## src/rtl/updown_count_decoder.sv

```systemverilog
// rtl/updown_count_decoder.sv - decodes a sampled up/down count bus into steps, events and extended position
// Optional feature macro: STALL_DETECT_EN (hold-run stall detection; stall tied 0 when undefined).
module updown_count_decoder #(
    parameter int CW        = 5,
    parameter int PW        = 16,
    parameter int ERR_LIM   = 3,
    parameter int STALL_LIM = 8
) (
    input  logic          clk,
    input  logic          reset_n,
    input  logic [CW-1:0] count_in,
    input  logic          valid_in,
    input  logic          clr,
    output logic          locked,
    output logic          fault,
    output logic          dir,
    output logic          step_up,
    output logic          step_dn,
    output logic          wrap,
    output logic          reset_seen,
    output logic          preset_seen,
    output logic          err,
    output logic [PW-1:0] position,
    output logic [7:0]    err_total,
    output logic          stall
);

    typedef enum logic [1:0] {
        ST_UNLOCKED = 2'd0,
        ST_LOCKED   = 2'd1,
        ST_FAULT    = 2'd2
    } state_t;

    state_t        r_state;
    logic [CW-1:0] r_prev;
    logic [3:0]    r_err_run;
    logic          r_locked;
    logic          r_fault;
    logic          r_dir;
    logic          r_step_up;
    logic          r_step_dn;
    logic          r_wrap;
    logic          r_reset_seen;
    logic          r_preset_seen;
    logic          r_err;
    logic [PW-1:0] r_position;
    logic [7:0]    r_err_total;

    logic [CW-1:0] w_all_ones;
    logic [CW-1:0] w_diff;
    logic [3:0]    w_err_run_inc;
    logic          w_clear;

    assign w_all_ones    = {CW{1'b1}};
    assign w_diff        = count_in - r_prev;
    assign w_err_run_inc = r_err_run + 4'd1;
    assign w_clear       = !reset_n || clr;

    always_ff @(posedge clk) begin
        // Event pulses are single-cycle: default low, raised only by a decoded sample.
        r_step_up     <= 1'b0;
        r_step_dn     <= 1'b0;
        r_wrap        <= 1'b0;
        r_reset_seen  <= 1'b0;
        r_preset_seen <= 1'b0;
        r_err         <= 1'b0;
        if (w_clear) begin
            r_state     <= ST_UNLOCKED;
            r_prev      <= '0;
            r_err_run   <= '0;
            r_locked    <= 1'b0;
            r_fault     <= 1'b0;
            r_dir       <= 1'b0;
            r_position  <= '0;
            r_err_total <= '0;
        end else begin
            case (r_state)
                ST_UNLOCKED: begin
                    if (valid_in) begin
                        r_prev     <= count_in;
                        r_position <= PW'(count_in);
                        r_locked   <= 1'b1;
                        r_state    <= ST_LOCKED;
                    end
                end
                ST_LOCKED: begin
                    if (valid_in) begin
                        r_prev <= count_in;
                        if (w_diff == CW'(1)) begin
                            r_step_up  <= 1'b1;
                            r_dir      <= 1'b1;
                            r_position <= r_position + PW'(1);
                            r_wrap     <= (r_prev == w_all_ones);
                            r_err_run  <= '0;
                        end else if (w_diff == w_all_ones) begin
                            r_step_dn  <= 1'b1;
                            r_dir      <= 1'b0;
                            r_position <= r_position - PW'(1);
                            r_wrap     <= (r_prev == '0);
                            r_err_run  <= '0;
                        end else if (w_diff == '0) begin
                            r_err_run <= '0;
                        end else if (count_in == '0) begin
                            r_reset_seen <= 1'b1;
                            r_position   <= '0;
                            r_err_run    <= '0;
                        end else if (count_in == w_all_ones) begin
                            r_preset_seen <= 1'b1;
                            r_position    <= PW'(w_all_ones);
                            r_err_run     <= '0;
                        end else begin
                            r_err       <= 1'b1;
                            r_err_total <= (r_err_total == 8'hFF) ? r_err_total : r_err_total + 8'd1;
                            r_err_run   <= w_err_run_inc;
                            if (w_err_run_inc >= 4'(ERR_LIM)) begin
                                r_state  <= ST_FAULT;
                                r_locked <= 1'b0;
                                r_fault  <= 1'b1;
                            end
                        end
                    end
                end
                ST_FAULT: begin
                    r_locked <= 1'b0;
                    r_fault  <= 1'b1;
                end
                default: begin
                    r_state  <= ST_UNLOCKED;
                    r_locked <= 1'b0;
                    r_fault  <= 1'b0;
                end
            endcase
        end
    end

`ifdef STALL_DETECT_EN
    localparam int HW = $clog2(STALL_LIM + 1);

    logic [HW-1:0] r_hold_run;
    logic          r_stall;

    // The run saturates at STALL_LIM so long holds cannot roll the counter back below the limit.
    always_ff @(posedge clk) begin
        if (w_clear) begin
            r_hold_run <= '0;
            r_stall    <= 1'b0;
        end else if (r_state == ST_LOCKED && valid_in) begin
            if (w_diff == '0) begin
                if (r_hold_run < HW'(STALL_LIM)) begin
                    r_hold_run <= r_hold_run + HW'(1);
                end
                r_stall <= ((int'(r_hold_run) + 1) >= STALL_LIM);
            end else begin
                r_hold_run <= '0;
                r_stall    <= 1'b0;
            end
        end else if (r_state != ST_LOCKED) begin
            r_hold_run <= '0;
            r_stall    <= 1'b0;
        end
    end

    assign stall = r_stall;
`else
    assign stall = 1'b0;
`endif

    assign locked      = r_locked;
    assign fault       = r_fault;
    assign dir         = r_dir;
    assign step_up     = r_step_up;
    assign step_dn     = r_step_dn;
    assign wrap        = r_wrap;
    assign reset_seen  = r_reset_seen;
    assign preset_seen = r_preset_seen;
    assign err         = r_err;
    assign position    = r_position;
    assign err_total   = r_err_total;

endmodule

```

## config.mk

```make
export PLATFORM = sky130hd
export DESIGN_NAME = updown_count_decoder
export DESIGN_NICKNAME = d
export VERILOG_FILES = /design/src/rtl/updown_count_decoder.sv
export SDC_FILE = /design/constraint.sdc
export NUM_CORES = 1
export LEC_CHECK = 0
export BUFFER_PORTS_ARGS = -buffer_cell sky130_fd_sc_hd__buf_2
export CORE_UTILIZATION = 50
export DETAILED_ROUTE_END_ITERATION = 12
export PLACE_DENSITY = 0.75
export RECOVER_POWER = 100
export SYNTH_ARGS = -nofsm -noshare
export SYNTH_HDL_FRONTEND = slang
export SYNTH_SLANG_ARGS = --single-unit
```

## constraint.sdc

```tcl
create_clock -name clk -period 4.5 [get_ports clk]
set_input_delay 0.675 -clock clk [delete_from_list [all_inputs] [get_ports clk]]
set_output_delay 0.675 -clock clk [all_outputs]
set_load 0.005 [all_outputs]
```

Word level (Yosys, flattened, before mapping)
Index checks and enable logic that the tools add are counted.

storage, ports and cells
  register bits = 44
  output and inout bits = 34
  word-level logic and storage cells = 116

operators by class
  add/subtract/negate cells = 5
  order comparisons = 1
  equal/unequal tests = 17
  muxes and demuxes = 48
  bitwise logic cells = 10
  reduce and logical (&&, ||, !) cells = 21

operators with widths
  cell                                                               count
  two-way mux 16 bit                                                 7
  case mux 16 bit (2 select lines)                                   1
  two-way mux 1 bit                                                  24
  AND reduction 8 bit                                                3
  two-way mux 4 bit                                                  5
  adder 16 x 1 -> 16 bit, second input constant                      1
  two-way mux 2 bit                                                  8
  != test 2 bit, second input constant                               8
  subtractor 16 x 1 -> 16 bit, second input constant                 1
  == test 5 bit, second input constant                               3
  zero test 5 bit                                                    3
  NOT 1 bit                                                          10
  AND reduction 9 bit                                                1
  adder 8 x 1 -> 8 bit, second input constant                        1
  == test 8 bit, second input constant                               1
  OR reduction 7 bit                                                 1
  case mux 2 bit (3 select lines)                                    1
  OR reduction 6 bit                                                 1
  == test 5 x 1 -> 1 bit, second input constant                      1
  != test 5 bit, second input constant                               1
  AND reduction 5 bit                                                1
  subtractor 5 bit                                                   1
  adder 4 x 1 -> 4 bit, second input constant                        1
  greater-or-equal comparator 4 x 2 -> 1 bit, second input constant  1
  other kinds (14)                                                   16

Logic depth before layout (Yosys ltp)
  depth after elaboration = 10
  mapped depth = 12
  mapped depth without buffers = 11

Least setup slack after synthesis
Ideal clock, no wire load.

  path type = input-to-reg
  from = input port count_in[0]
  to = register r_position[7] (netlist: position[7])
  arrival time = 2690 ps
  data required time = 4367 ps
  path slack = 1677 ps
  stages = 12
  path buffers = 1
  cell sequence = inv_1 -> ha_1 -> inv_1 -> fa_1 -> xor2_1 -> nand3_1 -> nor3_4 -> mux2i_4 -> a31o_1 -> buf_2 -> o211ai_1 -> o31ai_1

on the way
  longest elaborated chain between the ends = 7
  elaborated cells on any way between the ends = 15
  those cells by class = add/sub: 1; eq/ne: 5; mux: 6; reduce/logical: 3

RTL lines
  element                                                   RTL line  RTL
  start, declared                                           11        input logic [CW-1:0] count_in,
  branches (longest 7 deep; another with subtractor 5 bit)  --
  end signal, assigned                                      81        r_position <= PW'(count_in);
  end signal, assigned                                      92        r_position <= r_position + PW'(1);
  end signal, assigned                                      98        r_position <= r_position - PW'(1);
  end, declared                                             46        logic [PW-1:0] r_position;

Parallel ways; which one is timed is not known. The select of a mux whose other input is x is not followed.
A chain may end at the register's enable or synchronous reset.

Final worst setup path
  from = input port count_in[0]
  to = register r_position[6] (netlist: position[6])

Same word-level chain as after synthesis.

==> results.ini <==
[detailed_routing]
wl_per_cell_um=15.96
drtIter0Drc=199
antenna_left=0
drc=0
viasPerCell=6.208
dr_total_vias=3073
drtPass1Iterations=5
totalWireLength_mm=7.902

[grt]
antenna_found_initial=0
grt_pass1_vias=2792
grt_first_pass_wirelength_mm=12.83
grt_overflow_total=0
grt_max_degree=26
grt_usage_pct=25.93

[clocking]
clockBufferDepth=2
postCtsSetupRepairBufs=0
htreeDepth=2
cts_sinks=44
cts_resized=0
cts_tree=done
root_buffer=clkbuf_8
insertion_delay_ns=0.31
numCtsBuffers=5
holdBufCountCts=0
clkSlewWorstSetupHoldPaths_ns=0.09

[logic_synthesis]
yosys-top-cells-area=dfxtp_1 (29%), a21oi_1 (5.3%), ha_1 (5.0%)
netlist_area_mm2=0.003013
syn_area_per_cell_um2=7.686
ys_types=64
ys_ff_latch=44
synth_edf_count=0
yosysSeqAreaShare_pct=29.24
yosys.area.top_type_share_pct=29.24
yosys_warnings=0
synth_fp_nets=414
synthCells=392
synthFlopType=dfxtp_1
synthArstFlopShare_pct=0
synth_top_area_cell=dfxtp_1

[placed_design]
port_buffers=41
gp_congestion=0.8835
hpwlAfterDp_mm=5.512
dpl.cell_count=487

[hold_path]
hold_path.class=flip-flop to flip-flop
hold_start=fault
hold_end=fault
min_path_cells=2

[pwr]
ir_drop_uv=213.0
power.density_mw_per_mm2=281.7
p_leak_nw=1.223

[layout]
fin_nets=444
syn2layout_area_growth_pct=9.468
n_fill_cell=540
finalNonFillerCells=495
regArea_um2=880.8
drive_gt1_share_pct=13.24
multiInputGateArea_mm2=0.001929
antenna_cells=0

[sta]
fmax_mhz=278.1
worst_pin_slew_ns=0.8534
fin_skew_ns=0.006998
fin_crit_sh_pct=79.90
setup-violations-final=0
max_slew_margin_pct=42.36
hold_violations=0
fin_crit_ns=3.595
grt_setup_unrepaired=no
hold_slack_ns=0.4591
slew_violations=0
tns_ns=0

[critical_path]
reg2reg_depth=10
startpoint=count_in[0]
rr_startpoint=r_prev[0]
critPathArrivalTime_ns=3.81
reg2reg_setup_slack_ns=1.04
worstPathMaxFanout=16
startpoint_type=input port
end_kind=flip-flop
critical_path_required_ns=4.72
crit_type=input port to flip-flop
r2r_end=position[6]

[floorplan]
die-area_mm2=0.006340
io_pins=43
die_w_um=79.63
rows=27
core-area_mm2=0.005642
start_util_pct=53.40
die_h_um=79.63

[status]
outcome=finished clean

[job]
cap_viol_max_count=0

==> cell type report <==
class	instances	share of cell area (%)
well taps	72	2.731
repair buffers	44	6.525
flip-flops and latches	44	26.71
multi-input cells	308	58.50
inverters	19	2.162
clock inverters	3	1.290
clock buffers	5	2.086
==> worst max path at each step <==
stage                   end  cells past startpoint
3_3_place_gp    position[9]                     12
5_1_grt        position[11]                     12
4_1_cts         position[9]                     12
3_5_place_dp    position[9]                     12
6_report        position[6]                     12
2_1_floorplan   position[7]                     12
==> layer usage <==
layer / routed length, um / vias to the layer above / GRT usage (%)
met5: 0 / - / 0
met4: 136 / 0 / 11.09
met3: 450 / 13 / 4.800
met2: 3715 / 123 / 42.74
met1: 3600 / 1452 / 32.82
li1: - / 1485 / -
==> cells in the mapped netlist (all sizes together) (3+ instances only) <==
cell and number:
a211oi 4, a21oi 34, a221oi 5, a31oi 4, a32o 3, and3 9, buf 9, clkbuf 12
dfxtp 44, ha 12, inv 19, mux2i 6, nand2 39, nand2b 3, nand3 28, nand4 7
nor2 37, nor2b 4, nor3 14, nor4 3, o211ai 3, o21ai 33, o2bb2ai 3, o41ai 4
or3 9, xnor2 7, xor2 5
==> state kept, by name, summed over array words and instances, names as in the netlist <==
register	flops
dir	1
err	1
err_total	8
fault	1
locked	1
position	16
preset_seen	1
r_err_run	4
r_prev	5
r_state	2
reset_seen	1
step_dn	1
step_up	1
wrap	1
==> logic make-up (layout without fill, tap and decap cells) <==
group / Yosys count / count (layout) / synth area share, %
AND/OR/NAND/NOR: 165 / 165 / 27.78
AO/OA/AOI/OAI: 111 / 111 / 25.13
flip-flops: 44 / 44 / 29.24
buffers and inverters: 40 / 71 / 5.565
adder cells (fa/ha/maj): 13 / 13 / 5.648
XOR/XNOR: 12 / 12 / 4.111
multiplexers: 6 / 6 / 2.409
other: 1 / 1 / 0.1245
==> metrics by stage <==
step / utilization, % / worst slack, ns / cell area [um^2] / total power, W
after floorplan: - / 1.677 / 3013 / 0.0005753
after global placement: 57.33 / 1.094 / 3234 / 0.0006161
after detailed placement: 57.33 / 1.020 / 3234 / 0.0006212
after CTS: 59.30 / 1.306 / 3346 / 0.0009393
after global routing: 58.46 / 0.5174 / 3298 / 0.0009717
final: 58.46 / 0.9045 / 3298 / 0.0009291
==> power breakdown <==
group / internal, W / switching, W / total, W
logic: 0.0000703 / 0.000131 / 0.000201
clock network: 0.000164 / 0.000153 / 0.000317
registers: 0.000398 / 0.0000130 / 0.000411
total: 0.000632 / 0.000297 / 0.000929
==> cell usage in the layout, fill, tap and decap left out, types with 3 or more instances in the layout <==
master | synthesis | layout
nor2_1 | 37 | 37
nor4_1 | 3 | 3
o211ai_1 | 3 | 3
dfxtp_1 | 44 | 44
nand2b_1 | 3 | 3
and3_1 | 8 | 8
nand2_1 | 39 | 39
buf_4 | 1 | 3
ha_1 | 12 | 12
a221oi_1 | 5 | 5
nor2b_1 | 4 | 4
a211oi_1 | 4 | 4
or3_1 | 9 | 9
nor3_1 | 13 | 14
clkbuf_1 | 12 | 9
nand4_1 | 6 | 7
o2bb2ai_1 | 3 | 3
mux2i_1 | 5 | 5
nand3_1 | 28 | 28
buf_2 | 5 | 31
a31oi_1 | 3 | 3
a21oi_1 | 32 | 32
inv_1 | 19 | 19
xor2_1 | 4 | 4
o21ai_0 | 25 | 30
clkbuf_8 | 0 | 5
o41ai_2 | 4 | 3
a32o_1 | 3 | 3
xnor2_1 | 7 | 7
==> critical path: stages <==
cell and delay, ns:
clkbuf_1 0.11, inv_1 0.08, ha_1 0.16, inv_1 0.05, fa_1 0.40, xor2_1 0.23
nand3_1 0.10, nor3_1 0.62, mux2i_4 0.20, a31oi_2 0.64, o21ai_0 0.20, a221oi_1 0.33
(Power assumes the default switching activity.)
